==> src/rtl/bcd_scan_display.sv <==
// Five-digit multiplexed BCD 7-segment scanner with leading-zero blanking,
// whole-display blink and a tear-free shadow copy of the digit inputs.
module bcd_scan_display #(
   parameter int SCAN_DIV     = 1000,
   parameter int BLINK_FRAMES = 64
) (
   input  logic       CLK,
   input  logic       RST,
   input  logic       EN,
   input  logic [3:0] digit6,
   input  logic [3:0] digit5,
   input  logic [3:0] digit4,
   input  logic [3:0] digit3,
   input  logic [3:0] digit2,
   input  logic       blank_lz,
   input  logic       blink_en,
   output logic [6:0] seg,
   output logic [4:0] an,
   output logic       frame_done
);

   localparam int PCNT_W = (SCAN_DIV > 1) ? $clog2(SCAN_DIV) : 1;
   localparam int BCNT_W = (BLINK_FRAMES > 1) ? $clog2(BLINK_FRAMES) : 1;
   localparam logic [PCNT_W-1:0] PCNT_LAST = PCNT_W'(SCAN_DIV - 1);
   localparam logic [BCNT_W-1:0] BCNT_LAST = BCNT_W'(BLINK_FRAMES - 1);
   localparam logic [2:0]        PTR_LAST  = 3'd4;

   logic [PCNT_W-1:0] pcnt;
   logic [2:0]        ptr;
   logic [BCNT_W-1:0] blink_cnt;
   logic              blink_phase;
   logic [4:0][3:0]   shadow;
   logic              load_pending;

   logic              tick;
   logic              wrap_tick;
   logic [4:0][3:0]   digits_in;
   logic [4:0][3:0]   src;
   logic [4:0]        lz_blank;
   logic [3:0]        cur_digit;
   logic              show;
   logic [6:0]        seg_next;
   logic [4:0]        an_next;

   function automatic logic [6:0] bcd_to_seg(input logic [3:0] d);
      logic [6:0] s;
      case (d)
         4'd0:    s = 7'h7E;
         4'd1:    s = 7'h30;
         4'd2:    s = 7'h6D;
         4'd3:    s = 7'h79;
         4'd4:    s = 7'h33;
         4'd5:    s = 7'h5B;
         4'd6:    s = 7'h5F;
         4'd7:    s = 7'h70;
         4'd8:    s = 7'h7F;
         4'd9:    s = 7'h7B;
         default: s = 7'h01;
      endcase
      return s;
   endfunction

   // Index 0 is the rightmost digit so that slot number, ptr and an bit agree.
   assign digits_in = {digit6, digit5, digit4, digit3, digit2};

   assign tick      = (pcnt == PCNT_LAST);
   assign wrap_tick = tick && (ptr == PTR_LAST);

   // In the first cycle out of reset the shadow is still being loaded, so
   // decode straight from the inputs that are about to be captured.
   assign src       = load_pending ? digits_in : shadow;
   assign cur_digit = src[ptr];

   // NOTE: every signal written in an always_comb gets a default first, so no
   // path leaves it unassigned and no latch is inferred.
   always_comb begin
      logic zeros_left;
      lz_blank   = '0;
      zeros_left = 1'b1;
      for (int i = 4; i >= 1; i--) begin
         zeros_left  = zeros_left && (src[i] == 4'd0);
         lz_blank[i] = blank_lz && zeros_left;
      end
   end

   always_comb begin
      show     = EN && !(blink_en && blink_phase) && !lz_blank[ptr];
      seg_next = 7'h00;
      an_next  = 5'b00000;
      if (show) begin
         seg_next = bcd_to_seg(cur_digit);
         an_next  = 5'b00001 << ptr;
      end
   end

   // NOTE: all state is updated with non-blocking assignments so every
   // register samples the pre-edge value of every other register.
   always_ff @(posedge CLK) begin
      if (RST) begin
         pcnt         <= '0;
         ptr          <= '0;
         blink_cnt    <= '0;
         blink_phase  <= 1'b0;
         // NOTE: the shadow is only five nibbles of flops, so it is cleared
         // like any other register rather than left unreset as a memory.
         shadow       <= '0;
         load_pending <= 1'b1;
         seg          <= '0;
         an           <= '0;
         frame_done   <= 1'b0;
      end else begin
         pcnt <= tick ? '0 : pcnt + PCNT_W'(1);

         if (tick) begin
            ptr <= (ptr == PTR_LAST) ? 3'd0 : ptr + 3'd1;
         end

         if (wrap_tick) begin
            if (blink_cnt == BCNT_LAST) begin
               blink_cnt   <= '0;
               blink_phase <= ~blink_phase;
            end else begin
               blink_cnt <= blink_cnt + BCNT_W'(1);
            end
         end

         if (load_pending || wrap_tick) begin
            shadow <= digits_in;
         end
         load_pending <= 1'b0;

         frame_done <= wrap_tick;
         seg        <= seg_next;
         an         <= an_next;
      end
   end

endmodule
==> config.mk <==
export PLATFORM = sky130hd
export DESIGN_NAME = bcd_scan_display
export DESIGN_NICKNAME = d
export VERILOG_FILES = /design/src/rtl/bcd_scan_display.sv
export SDC_FILE = /design/constraint.sdc
export NUM_CORES = 1
export LEC_CHECK = 0
export ABC_AREA = 1
export CAP_MARGIN = 0
export CORE_UTILIZATION = 55
export CTS_CLUSTER_DIAMETER = 50
export DETAILED_ROUTE_END_ITERATION = 10
export PLACE_DENSITY = 0.91
export SKIP_CTS_REPAIR_TIMING = 1
export SLEW_MARGIN = 20
export SYNTH_ARGS = -nofsm -noshare
export SYNTH_HDL_FRONTEND = slang
export SYNTH_SLANG_ARGS = --single-unit
==> constraint.sdc <==
create_clock -name CLK -period 5.05 [get_ports CLK]
set_clock_uncertainty 0.2 [all_clocks]
set_input_delay 0.505 -clock CLK [delete_from_list [all_inputs] [get_ports CLK]]
set_output_delay 0.505 -clock CLK [all_outputs]
set_load 0.01 [all_outputs]
Yosys cells after proc, flatten, opt, wreduce, memory -nomap -nowiden
Memories as Yosys holds them, arrays and structs flattened. A register that Yosys moved wholly into a read port is not among the register bits.
Cells that the tools add are included.
{"block": "word_totals", "mem_bits_ro": 112, "output_inout_bits": 13, "regBits": 47, "memories": 1, "word_cells": 52}
{"block": "classes", "n_mux": 8, "shifts": 1, "bitwise_logic": 2, "n_reduce_logical": 21, "eq_ne": 3, "magnitude_cmp": 1, "addsub": 3}
{"memory": "(name not given)", "depth": 16, "width": 7, "rd": 1, "rd_clocked_by_memory_dff": 1, "wr": 0, "line_no": "47", "rtl": "case (d)"}
{"cell": "two-way mux 20 bit", "count": 1}
{"cell": "zero test 4 bit", "count": 4}
{"cell": "binary-select mux 4 bit (select 3 bit)", "count": 1}
{"cell": "logical AND 1 bit", "count": 11}
{"cell": "adder 10 x 1 -> 10 bit, second input constant", "count": 1}
{"cell": "equality test 10 bit, second input constant", "count": 1}
{"cell": "adder 6 x 1 -> 6 bit, second input constant", "count": 1}
{"cell": "equality test 6 bit, second input constant", "count": 1}
{"cell": "two-way mux 6 bit", "count": 1}
{"cell": "left shift 1 x 3 -> 5 bit, first input constant", "count": 1}
{"cell": "< comparator 3 x 4 -> 1 bit, second input constant", "count": 1}
{"cell": "two-way mux 4 bit", "count": 1}
{"cell": "OR reduction 2 bit", "count": 2}
{"cell": "adder 3 x 1 -> 3 bit, second input constant", "count": 1}
{"cell": "binary-select mux 1 bit (select 3 bit)", "count": 1}
{"cell": "equality test 3 bit, second input constant", "count": 1}
{"cell": "two-way mux 3 bit", "count": 1}
{"cell": "zero test 1 bit", "count": 2}
{"cell": "two-way mux 1 bit", "count": 2}
{"cell": "NOT 1 bit", "count": 2}
{"cell": "AND reduction 2 bit", "count": 1}
{"cell": "logical OR 1 bit", "count": 1}

Depth between registers and ports, before layout
Gate-level depths: netlist (run 1).
{"block": "depth", "word_depth": 12, "mapped_depth": 16, "mapped_depth_nobuf": 15}

Least setup slack after synthesis (run 1)
No wires, ideal clock.
{"block": "synth_timing", "path_kind": "register to register", "startpoint": "reg load_pending", "endpoint": "reg seg[6]", "synth_period_minus_slack_ns": 2.008, "setup_ns": 0.070, "path_slack_ns": 3.042, "arrival_time_ns": 1.738, "stages_incl_launch_ff": 15, "path_cell_list": "dfxtp_1 > buf_2 > nand2_1 > nand3_1 > nand2_1 > nor2_1 > nor2_1 > nor2_1 > inv_1 > ha_1 > inv_1 > nand3_1 > nand2_1 > nand2_1 > a21oi_1"}
{"block": "synth_via", "elab_chain_cells": 12, "word_cells_on_any_way": 20}
{"item": "start: declaration", "line_no": "33", "rtl": "logic load_pending;"}
{"item": "start signal: assignment", "line_no": "107", "rtl": "load_pending <= 1'b1;"}
{"item": "start signal: assignment", "line_no": "130", "rtl": "load_pending <= 1'b0;"}
{"item": "two-way mux 20 bit *", "line_no": "71", "rtl": "assign src = load_pending ? digits_in : shadow;"}
{"item": "zero test 4 bit", "line_no": "81", "rtl": "zeros_left = zeros_left && (src[i] == 4'd0);"}
{"item": "logical AND 1 bit (3 in a row)", "line_no": "81"}
{"item": "logical AND 1 bit", "line_no": "82", "rtl": "lz_blank[i] = blank_lz && zeros_left;"}
{"item": "binary-select mux 1 bit (select 3 bit)", "line_no": "87", "rtl": "show = EN && !(blink_en && blink_phase) && !lz_blank[ptr];"}
{"item": "two-way mux 1 bit (not written as such)", "line_no": "87"}
{"item": "zero test 1 bit", "line_no": "87"}
{"item": "logical AND 1 bit", "line_no": "87"}
{"item": "NOT 1 bit (no line)"}
{"item": "OR reduction 2 bit (no line)"}
{"item": "end: declaration", "line_no": "17", "rtl": "output logic [6:0] seg,"}
Mark *: on every way between the ends. The rest lies on a longest branch, timed or not. The select of a mux whose other input is x is not followed.
A chain may end at the register's enable or synchronous reset.

Worst setup path after layout (run 1)
Same ends and word-level chain as after synthesis.

==> impl_metrics.env, run 1 <==
export IMPL_crit_start="load_pending"
export IMPL_h_tree_depth=2
export IMPL_grt_start_max_net_pins=28
export IMPL_cp_max_fo=21
export IMPL_final_nets=465
export IMPL_avgSynthCellArea_um2=6.91
export IMPL_ant_nets=0
export IMPL_cts_buffer_depth=2
export IMPL_antenna_found_initial=0
export IMPL_cts_root_buf="clkbuf_8"
export IMPL_clock_sinks=54
export IMPL_crit_type="flop to flop"
export IMPL_rsz0062_at_grt="no"
export IMPL_hold_violations=0
export IMPL_rows=25
export IMPL_setup_viol=0
export IMPL_cts_buffers=5
export IMPL_r2r_end="seg[6]"
export IMPL_crit_buf_inv=4
export IMPL_drv_cap=0
export IMPL_clkTransAtPathRegs_ns=0.09
export IMPL_path_depth=16
export IMPL_die_area_um2=5250
export IMPL_tns_ns=0
export IMPL_cts_tree="built"
export IMPL_drive_above_1_share_pct=5.34
export IMPL_cp_common_cell="nand2_1"
export IMPL_dp_slack_ns=2.40
export IMPL_detail_route_vias_per_cell=5.07
export IMPL_yosysSeqAreaShare_pct=39.6
export IMPL_cp_slowest_cell="nor2_1"
export IMPL_synth_area_um2=2730
export IMPL_dpl_cell_count=490
export IMPL_critPathCapture="seg[6]"
export IMPL_cp_top_family="simple AND/OR/NAND/NOR gates"
export IMPL_crit_chain="buf_4, inv_2, nand2_1, nand2_1, nand2_1, nand2_1, nor2_1, nor2_1, nor2_1, inv_1, ha_1, inv_1, nand3_1, nand2_1, nand2_1, a21oi_1"
export IMPL_syn_nets=430
export IMPL_avgRoutedWirePerCell_um=11.5
export IMPL_num_vias=2526
export IMPL_ir_worst_vdd_v=0.000233
export IMPL_grt_pass1_wl_um=9890
export IMPL_io_pins=38
export IMPL_drc=0
export IMPL_crit_arrival_ns=2.60
export IMPL_max_freq_mhz=391
export IMPL_fin_crit_ns=2.56
export IMPL_n_antenna_cell=0
export IMPL_fin_crit_sh_pct=50.6
export IMPL_hold_path_startpoint="pcnt[0]"
export IMPL_ys_warn_count=0
export IMPL_drv_slew=0
export IMPL_start_kind="flop"
export IMPL_netlist_cell_type_count=34
export IMPL_max_stage_delay_ns=0.35
export IMPL_overflow=0
export IMPL_status="complete, no violations"
export IMPL_power_density_nw_per_um2=282
export IMPL_r2r_cells=16
export IMPL_min_path_type="flop to flop"
export IMPL_r2r_setup_slack_ns=2.49
export IMPL_rr_startpoint="load_pending"
export IMPL_die_h_um=72.5
export IMPL_first_iter_violations=203
export IMPL_worst_slack_ns=2.49
export IMPL_syn_inst=395
export IMPL_routabilityCongestion=0.917
export IMPL_tightest_slew_ns=0.618
export IMPL_core_area_um2=4750
export IMPL_critPathCaptureType="flop"
export IMPL_io_buffers=37
export IMPL_slew_headroom_pct=58.5
export IMPL_hpwl_um=4090
export IMPL_grt_pass1_vias=2271
export IMPL_whs_ns=0.273
export IMPL_area_delta_synth_final_pct=19.8
export IMPL_track_usage_pct=24.4
export IMPL_drt_wl_total_um=5740
export IMPL_leakage_nw=1.47
export IMPL_die_w_um=72.5
export IMPL_post_layout_nonfiller_instances=498
export IMPL_cp_data_required_time_ns=5.10
export IMPL_ys_seq_elements=54
export IMPL_start_util_pct=57.4
export IMPL_drtPass1Iterations=5
export IMPL_clk_latency_ns=0.31
==> power by group <==
| part | switching (mW) | total [mW] | internal, mW |
|---|---|---|---|
| Combinational | 0.0683 | 0.121 | 0.0525 |
| Clock | 0.140 | 0.351 | 0.211 |
| Sequential | 0.00836 | 0.451 | 0.443 |
==> worst reg2reg max path: cells and delay by family (launching register included) <==
family,cells,cell delay (ns)
buffers and inverters,4,0.64
and+or+nand+nor,10,1.02
AOI/OAI and AO/OA,1,0.11
DFF,1,0.33
adders and majority gates,1,0.21
==> per-layer routing <==
metal | routed length, um | share of wire [%] | GRT usage, % | vias up
li1 | - | - | - | 1314
met1 | 2600 | 45 | 30.3 | 1122
met2 | 2720 | 47 | 40.7 | 80
met3 | 289 | 5.0 | 4.58 | 10
met4 | 125 | 2.2 | 11.3 | 0
met5 | 0 | 0 | 0 | -
==> registers in the layout (all words and copies together), names as in the netlist <==
register,flops
shadow,20
pcnt,10
seg,7
blink_cnt,6
an,5
ptr,3
blink_phase,1
frame_done,1
load_pending,1
==> worst min path at each step <==
stage / cells past startpoint / slack (ns) / to
global route: 2 / 0.31 / pcnt[9]
floorplan: 1 / 0.23 / pcnt[0]
global placement: 1 / 0.24 / pcnt[0]
finish: 1 / 0.27 / pcnt[0]
detailed placement: 1 / 0.25 / pcnt[0]
CTS: 1 / 0.28 / pcnt[0]
==> synthesized netlist by cell type <==
cell type | instances | area [um2]
nor2_1 | 81 | 304
ha_1 | 10 | 125
nor4b_1 | 1 | 8.76
buf_4 | 1 | 7.51
nor2_2 | 2 | 12.5
xor2_1 | 6 | 52.6
o21bai_4 | 1 | 18.8
nand2_4 | 1 | 11.3
nor3_1 | 9 | 45.0
and2_0 | 1 | 6.26
inv_1 | 33 | 124
or2_2 | 1 | 6.26
and3_1 | 2 | 12.5
inv_2 | 3 | 11.3
nand3_1 | 19 | 95.1
nor2_4 | 3 | 33.8
nand4_1 | 3 | 18.8
clkbuf_1 | 1 | 3.75
buf_6 | 2 | 22.5
mux2i_1 | 4 | 40.0
clkinv_1 | 1 | 3.75
o211ai_1 | 1 | 7.51
clkbuf_2 | 1 | 5.00
nand2_1 | 104 | 390
nor3_2 | 1 | 10.0
buf_2 | 4 | 20.0
dfxtp_1 | 54 | 1080
buf_1 | 1 | 3.75
nand4_4 | 1 | 21.3
o21ai_0 | 26 | 130
a21oi_1 | 13 | 65.1
o21ai_2 | 1 | 8.76
nor3b_1 | 1 | 7.51
xnor2_1 | 2 | 17.5
==> metrics by stage <==
| step | util (%) | cell area (um2) | total power, mW |
|---|---|---|---|
| global route | 68.8 | 3270 | 0.960 |
| floorplan | - | 2730 | 0.536 |
| finish | 68.8 | 3270 | 0.923 |
| global placement | 65.8 | 3130 | 0.576 |
| CTS | 68.8 | 3270 | 0.926 |
| detailed placement | 65.8 | 3130 | 0.579 |
==> area by class of cell <==
class / count / area, um2
Clock inverter: 2 / 60.1
Multi-Input combinational cell: 294 / 1450
Timing Repair Buffer: 38 / 378
Fill cell: 396 / 1480
Sequential cell: 54 / 1080
Clock buffer: 6 / 82.6
Tap cell: 67 / 83.8
Inverter: 37 / 139
==> cells in the final DEF (no fill, tap or decap), types with 3 or more instances in the layout <==
master           count
inv_2                3
nor2_4               3
clkdlybuf4s50_1     37
a21oi_1             13
dfxtp_1             54
mux2i_1              4
nor3_1               9
o21ai_0             26
xor2_1               6
inv_1               33
nand2_1            104
nand3_1             19
clkbuf_8             6
ha_1                10
nand4_1              3
nor2_1              81
==> cell families after synthesis <==
group           count (synthesis)  synth area share [%]
mux                             4                  1.47
fa+ha+maj                      10                  4.58
simple gates                  230                  36.0
buf+inv                        47                  7.37
flops                          54                  39.6
compound gates                 42                  8.43
xor+xnor                        8                  2.57
No activity file was read; power rests on OpenSTA's default activity.
==> run 2, diff against run 1 <==
CORE_UTILIZATION = 49   (was 55)
PLACE_DENSITY = 0.87   (was 0.91)
clock period = 2.2 ns   (was 5.05 ns; I/O delays follow)
==> impl_metrics.env, run 2 (synthesis gave the netlist of run 1 again) <==
export IMPL_status="complete, no violations"
export IMPL_rows=26
export IMPL_drtPass1Iterations=5
export IMPL_drc=0
export IMPL_io_buffers=37
export IMPL_drv_slew=0
export IMPL_cts_tree="built"
export IMPL_detail_route_vias_per_cell=5.05
export IMPL_rr_startpoint="ptr[1]"
export IMPL_final_common_cell="nand2_1"
export IMPL_clkTransAtPathRegs_ns=0.09
export IMPL_hold_violations=0
export IMPL_largest_reg_flops=20
export IMPL_routabilityCongestion=0.946
export IMPL_drive_above_1_share_pct=12.6
export IMPL_p_comb_share_pct=17.0
export IMPL_cts_root_buf="clkbuf_8"
export IMPL_start_util_pct=52.2
export IMPL_final_nets=479
export IMPL_leakage_nw=1.51
export IMPL_max_stage_delay_ns=0.42
export IMPL_die_w_um=76.7
export IMPL_crit_chain="inv_1, nor2_2, nand2_1, nand2_1, nor2_1, nor2_1, nor2_2, buf_6, buf_4, ha_1, nand2_1, nand2_1, nor2_1, nor2_1"
export IMPL_reg_largest_list="shadow (20), pcnt (10), seg (7)"
export IMPL_setup_viol=0
export IMPL_pwr_share_clk_pct=28.3
export IMPL_p_int_mw=1.38
export IMPL_min_path_type="input pin to flop"
export IMPL_whs_ns=0.269
export IMPL_num_vias=2597
export IMPL_critPathCaptureType="flop"
export IMPL_tightest_slew_ns=0.535
export IMPL_worst_slack_ns=0.0972
export IMPL_most_common_layout_cells="100 x nand2_1, 75 x nor2_1, 51 x dfxtp_1"
export IMPL_crit_type="flop to flop"
export IMPL_r2r_cells=14
export IMPL_area_delta_synth_final_pct=24.4
export IMPL_use_met1_pct=27.3
export IMPL_cp_top_family="simple AND/OR/NAND/NOR gates"
export IMPL_hpwl_um=4640
export IMPL_tns_ns=0
export IMPL_regArea_um2=1090
export IMPL_avgRoutedWirePerCell_um=12.6
export IMPL_max_freq_mhz=476
export IMPL_largest_register="shadow"
export IMPL_slew_headroom_pct=63.3
export IMPL_swShare_pct=27.1
export IMPL_cts_buffers=5
export IMPL_clock_sinks=54
export IMPL_whs_path_depth=3
export IMPL_die_h_um=76.7
export IMPL_drt_wl_total_um=6490
export IMPL_grt_pass1_vias=2495
export IMPL_cp_slowest_cell="dfxtp_2"
export IMPL_n_antenna_cell=0
export IMPL_die_area_um2=5880
export IMPL_hold_path_startpoint="digit2[0]"
export IMPL_use_met3_pct=3.93
export IMPL_crit_buf_inv=3
export IMPL_r2r_setup_slack_ns=0.1
export IMPL_nFillCells=455
export IMPL_cp_max_fo=6
export IMPL_grt_most_used_layer="met2"
export IMPL_multiInputGateArea_um2=1500
export IMPL_dp_slack_ns=-0.0334
export IMPL_holdPathEnd="shadow[0]"
export IMPL_fin_crit_ns=2.10
export IMPL_first_iter_violations=198
export IMPL_cts_buffer_depth=2
export IMPL_power_density_nw_per_um2=557
export IMPL_h_tree_depth=2
export IMPL_overflow=0
export IMPL_ir_worst_vdd_v=0.000414
export IMPL_crit_arrival_ns=2.11
export IMPL_dpl_cell_count=505
export IMPL_ant_nets=0
export IMPL_cp_data_required_time_ns=2.21
export IMPL_grt_start_max_net_pins=18
export IMPL_r2r_end="seg[2]"
export IMPL_fin_crit_sh_pct=95.6
export IMPL_antenna_found_initial=0
export IMPL_met2_usage_pct=40.9
export IMPL_seqPwrFrac_pct=54.7
export IMPL_clk_latency_ns=0.31
export IMPL_drv_cap=0
export IMPL_power_switching_mw=0.513
export IMPL_track_usage_pct=22.8
export IMPL_grt_pass1_wl_um=10900
export IMPL_core_area_um2=5240
export IMPL_io_pins=38
export IMPL_post_layout_nonfiller_instances=514
export IMPL_start_kind="flop"
[run 2: stage by stage]
step	power, mW	cell area (um2)	util [%]
finish	1.89	3400	64.9
global route	1.97	3400	64.9
CTS	1.87	3300	63.1
detailed placement	1.35	3220	61.6
global placement	1.34	3220	61.6
floorplan	1.23	2730	-
[run 2: how the worst max path moves through the flow]
stage	from	slack [ns]	to	cells after the start
after detailed placement	digit5[0]	-0.03	seg[1]	14
after CTS	load_pending	-0.01	seg[1]	11
after floorplan	load_pending	0.19	seg[6]	14
after global routing	ptr[1]	-0.03	seg[6]	14
final	ptr[1]	0.1	seg[2]	14
after global placement	digit5[0]	0.02	seg[1]	14
[run 2: power groups by stage]
stage | clock (mW) | sequential, mW | combinational [mW]
floorplan | 0 | 1.06 | 0.172
global placement | 0 | 1.06 | 0.284
detailed placement | 0 | 1.06 | 0.292
CTS | 0.539 | 1.04 | 0.296
global route | 0.578 | 1.04 | 0.357
finish | 0.536 | 1.04 | 0.321
[run 2: cell type report]
class	count	share of cell area, %
Clock inverter	1	0.221
Multi-Input combinational cell	294	44.2
Timing Repair Buffer	52	14.7
Clock buffer	6	2.14
Inverter	37	4.16
Sequential cell	54	32.0
Tap cell	70	2.58
[run 2: tightest hold or removal path: cells and delay by family]
kind / cells / cell delay, ns
buffers and inverters: 2 / 0.47
AO/OA/AOI/OAI: 1 / 0.05
[run 2: layer usage]
| layer | vias to the layer above | wire, um |
|---|---|---|
| li1 | 1335 | - |
| met1 | 1177 | 2940 |
| met2 | 75 | 3210 |
| met3 | 10 | 267 |
| met4 | 0 | 77 |
| met5 | - | 0 |
==> run 3, diff against run 2 <==
SKIP_CTS_REPAIR_TIMING = not set   (was 1)
==> results of run 3 <==
No change in the layout: final DEF, timing and power equal those of run 2.
Among the figures that moved: met1 usage 27.3% -> 27.2%
==> variant 1 (config.mk and constraints of run 1) <==
Make the reset (`RST`) asynchronous in one clocked block.
--- a/src/rtl/bcd_scan_display.sv
+++ b/src/rtl/bcd_scan_display.sv
@@ -95,7 +95,7 @@
 
    // NOTE: all state is updated with non-blocking assignments so every
    // register samples the pre-edge value of every other register.
-   always_ff @(posedge CLK) begin
+   always_ff @(posedge CLK or posedge RST) begin
       if (RST) begin
          pcnt         <= '0;
          ptr          <= '0;
Function: differs if RST is asserted again (counterexample within 4 cycles, from zero or initial values and one cycle with RST high); with RST held inactive, the same outputs for 10 cycles.
==> variant 1 against run 1 <==
Cell count is 1.0% lower. Area after synthesis is 8.4% higher. Sequential cell count stayed put. Routed wire length is 1.2% lower. Final area is 5.3% higher. First-iteration DRC count is 40% lower. Power is 4.8% lower. Setup slack worse by 0.016 ns.
==> variant 1: results <==
metrics = {
    "grt": {
        "grt_pass1_vias": 2286,
        "use_met1_pct": 29.0,
        "grtUsageMet2_pct": 40.6,
    },
    "place": {
        "post_dp_cell_area_mm2": 0.00334,
        "gp_congestion": 0.871,
        "pre_cts_slack_ns": 2.48,
    },
    "yosys": {
        "synth_xor_area_share_pct": 1.78,
        "synth_seq_area_share_pct": 45.7,
        "yosys-top-cells-count": "127 x nand2_1, 53 x dfrtp_1, 44 x inv_1",
        "async_flop_share_pct": 100,
        "syn_area_per_cell_um2": 7.63,
    },
    "sta": {
        "worst_pin_slew_ns": 0.899,
    },
    "cells_and_area": {
        "nonClockBufferCount": 37,
        "multi_input_area_share_pct": 38.9,
        "final_cells": 493,
        "clk_share_pct": 3.19,
        "nonClkBufAreaFrac_pct": 10.7,
        "drive_above_1_share_pct": 5.44,
        "final_util_pct": 67.1,
        "inv_count": 48,
    },
    "setup_path": {
        "cp_slowest_stage_delay_ns": 0.85,
        "timing.rr.end": "seg[5]$_DFF_PP0_",
        "crit_slowest_cell": "dfstp_2",
        "reg2reg_slack_ns": 2.48,
    },
    "routing": {
        "drt-met1-wl_um": 2570,
        "wl_met2_um": 2730,
        "dr.pass1.iters": 4,
        "drt_iter0_drc": 122,
        "wl_met3_um": 248,
    },
    "outcome": {
        "status": "complete, no violations",
    },
    "pwr": {
        "peakVddDrop_mv": 0.158,
        "power_switching_mw": 0.222,
    },
}
## variant 1: cell types whose count changed after synthesis, sizes merged, moves of 3 or more
cell          run 1  this run
dfxtp            54         0
a21oi            13        10
nand2           105       132
dfrtp             0        53
nor2             86        46
nor3             10         6
nand3            19        27
mux2i             4         1
inv              36        46
nand4             4         1
## variant 1: worst min path at each step
stage                            startpoint                end  slack [ns]  cells past startpoint
after global routing      pcnt[0]$_DFF_PP0_  pcnt[0]$_DFF_PP0_        0.29                      1
final                     pcnt[0]$_DFF_PP0_  pcnt[0]$_DFF_PP0_        0.26                      1
after global placement    pcnt[0]$_DFF_PP0_  pcnt[0]$_DFF_PP0_        0.24                      1
after detailed placement  pcnt[0]$_DFF_PP0_  pcnt[0]$_DFF_PP0_        0.25                      1
after CTS                 pcnt[0]$_DFF_PP0_  pcnt[0]$_DFF_PP0_        0.27                      1
after floorplan           pcnt[0]$_DFF_PP0_  pcnt[0]$_DFF_PP0_        0.23                      1
==> variant 2 (flow settings as in run 1) <==
Made on the original files. The parameter `BLINK_FRAMES` goes from 64 to 128.
--- a/src/rtl/bcd_scan_display.sv
+++ b/src/rtl/bcd_scan_display.sv
@@ -2,7 +2,7 @@
 // whole-display blink and a tear-free shadow copy of the digit inputs.
 module bcd_scan_display #(
    parameter int SCAN_DIV     = 1000,
-   parameter int BLINK_FRAMES = 64
+   parameter int BLINK_FRAMES = 128
 ) (
    input  logic       CLK,
    input  logic       RST,
Behaviour: no difference found for any inputs over 10 cycles, from zero or initial values and one cycle with RST high; that may be too few to reach the edited logic, so the function may still have changed.
==> variant 2 against run 1 <==
Routed wire length increased by 0.40%. Critical endpoint unchanged. Area after synthesis decreased by 0.32%. Setup slack got worse by 0.22 ns. Die area decreased by 0.32%. Largest cell class unchanged. Largest power group unchanged. First-iteration DRC count decreased by 43%. Sequential cell count increased by 1. Power decreased by 9.4%. Count of clock-buffer cells in the layout unchanged. Final area decreased by 1.5%.
==> variant 2: results <==
metrics = {
    "yosys": {
        "yosys-top-cells-area": "dfxtp_1 40%, nand2_1 14%, nor2_1 8.3%",
        "yosys-top-cells-count": "105 x nand2_1, 60 x nor2_1, 55 x dfxtp_1",
        "synthCells": 406,
        "synth_seq_area_share_pct": 40.4,
        "synthesis.nets": 441,
        "yosysUniqueCellTypes": 28,
    },
    "cells_and_area": {
        "layout.nets": 476,
        "n_antenna_cell": 0,
        "nFillCells": 423,
        "final_cells": 509,
        "top_regs": "shadow (20), pcnt (10)",
        "drive_above_1_share_pct": 4.75,
    },
    "routing": {
        "drt_wl_total_um": 5760,
        "routed_via_density": 5.14,
        "wl_met3_um": 272,
        "wl_met2_um": 2830,
        "drt-met1-wl_um": 2560,
        "drt_iter0_drc": 116,
        "dr.pass1.iters": 4,
    },
    "sta": {
        "whs_ns": 0.275,
        "finalCritPeriodShare_pct": 55.1,
        "worst_pin_slew_ns": 0.747,
    },
    "grt": {
        "grt_max_degree": 28,
        "grtUsageMet2_pct": 42.5,
        "met3_usage_pct": 4.31,
        "grt_pass1_vias": 2417,
        "use_met1_pct": 28.2,
        "track_usage_pct": 23.6,
        "grt_pass1_wl_um": 9900,
    },
    "pwr": {
        "p_leak_nw": 1.48,
        "peakVddDrop_mv": 0.206,
        "netSwitchingFraction_pct": 26.3,
    },
    "place": {
        "gp_congestion": 0.878,
        "numPortBuffers": 37,
        "post_dp_cell_area_mm2": 0.00312,
        "place_inst": 501,
        "place_hpwl_um": 4370,
        "pre_cts_slack_ns": 2.29,
    },
    "clock_tree": {
        "cts_root_buf": "clkbuf_8",
        "cts_max_path_buffers": 2,
        "clk_pin_slew_ns": 0.10,
    },
    "setup_path": {
        "cp_slowest_stage_delay_ns": 0.82,
        "reg2reg_slack_ns": 2.27,
        "critical_path_peak_fanout": 24,
        "cp.arrival_ns": 2.82,
        "rr_worst_depth": 15,
        "crit_slowest_cell": "dfxtp_1",
        "critPathTopFamily": "simple AND/OR/NAND/NOR gates",
    },
    "outcome": {
        "status": "complete, no violations",
    },
    "hold_path": {
        "holdPathStages": 1,
    },
}
## variant 2: power groups by stage
stage	clock, mW	combinational (mW)	sequential (mW)
after floorplan	0	0.0722	0.469
after global placement	0	0.110	0.470
after detailed placement	0	0.112	0.471
after CTS	0.266	0.113	0.461
after global routing	0.282	0.130	0.463
final	0.263	0.113	0.461
## variant 2: area by class of cell
cell class / count / area [um2] / share of cell area (%)
timing repair buffer: 37 / 370 / 11.5
clock inverter: 2 / 17.5 / 0.543
tap: 67 / 83.8 / 2.60
multi-input combinational: 290 / 1370 / 42.6
clock buffer: 6 / 82.6 / 2.56
sequential: 55 / 1100 / 34.1
inverter: 52 / 195 / 6.05
## variant 2: logic make-up (layout without fill, tap and decap cells)
group	Yosys count	after routing	share of synthesized area, %
flip-flops	55	55	40.4
AND/OR/NAND/NOR	217	217	33.7
AO/OA/AOI/OAI	61	61	11.5
adder cells (fa/ha/maj)	10	10	4.60
XOR/XNOR	2	2	0.643
buffers and inverters	61	97	9.10
## variant 2: how the worst max path moves through the flow
| stage | startpoint | end | slack [ns] | depth (start not counted) |
|---|---|---|---|---|
| after global routing | load_pending$_DFF_P_ | seg[6]$_SDFF_PP0_ | 1.90 | 15 |
| after CTS | load_pending$_DFF_P_ | seg[6]$_SDFF_PP0_ | 2.25 | 15 |
| after global placement | load_pending$_DFF_P_ | seg[3]$_SDFF_PP0_ | 2.41 | 15 |
| final | load_pending$_DFF_P_ | seg[6]$_SDFF_PP0_ | 2.27 | 15 |
| after floorplan | load_pending$_DFF_P_ | seg[3]$_SDFF_PP0_ | 3.06 | 16 |
| after detailed placement | load_pending$_DFF_P_ | seg[6]$_SDFF_PP0_ | 2.29 | 15 |
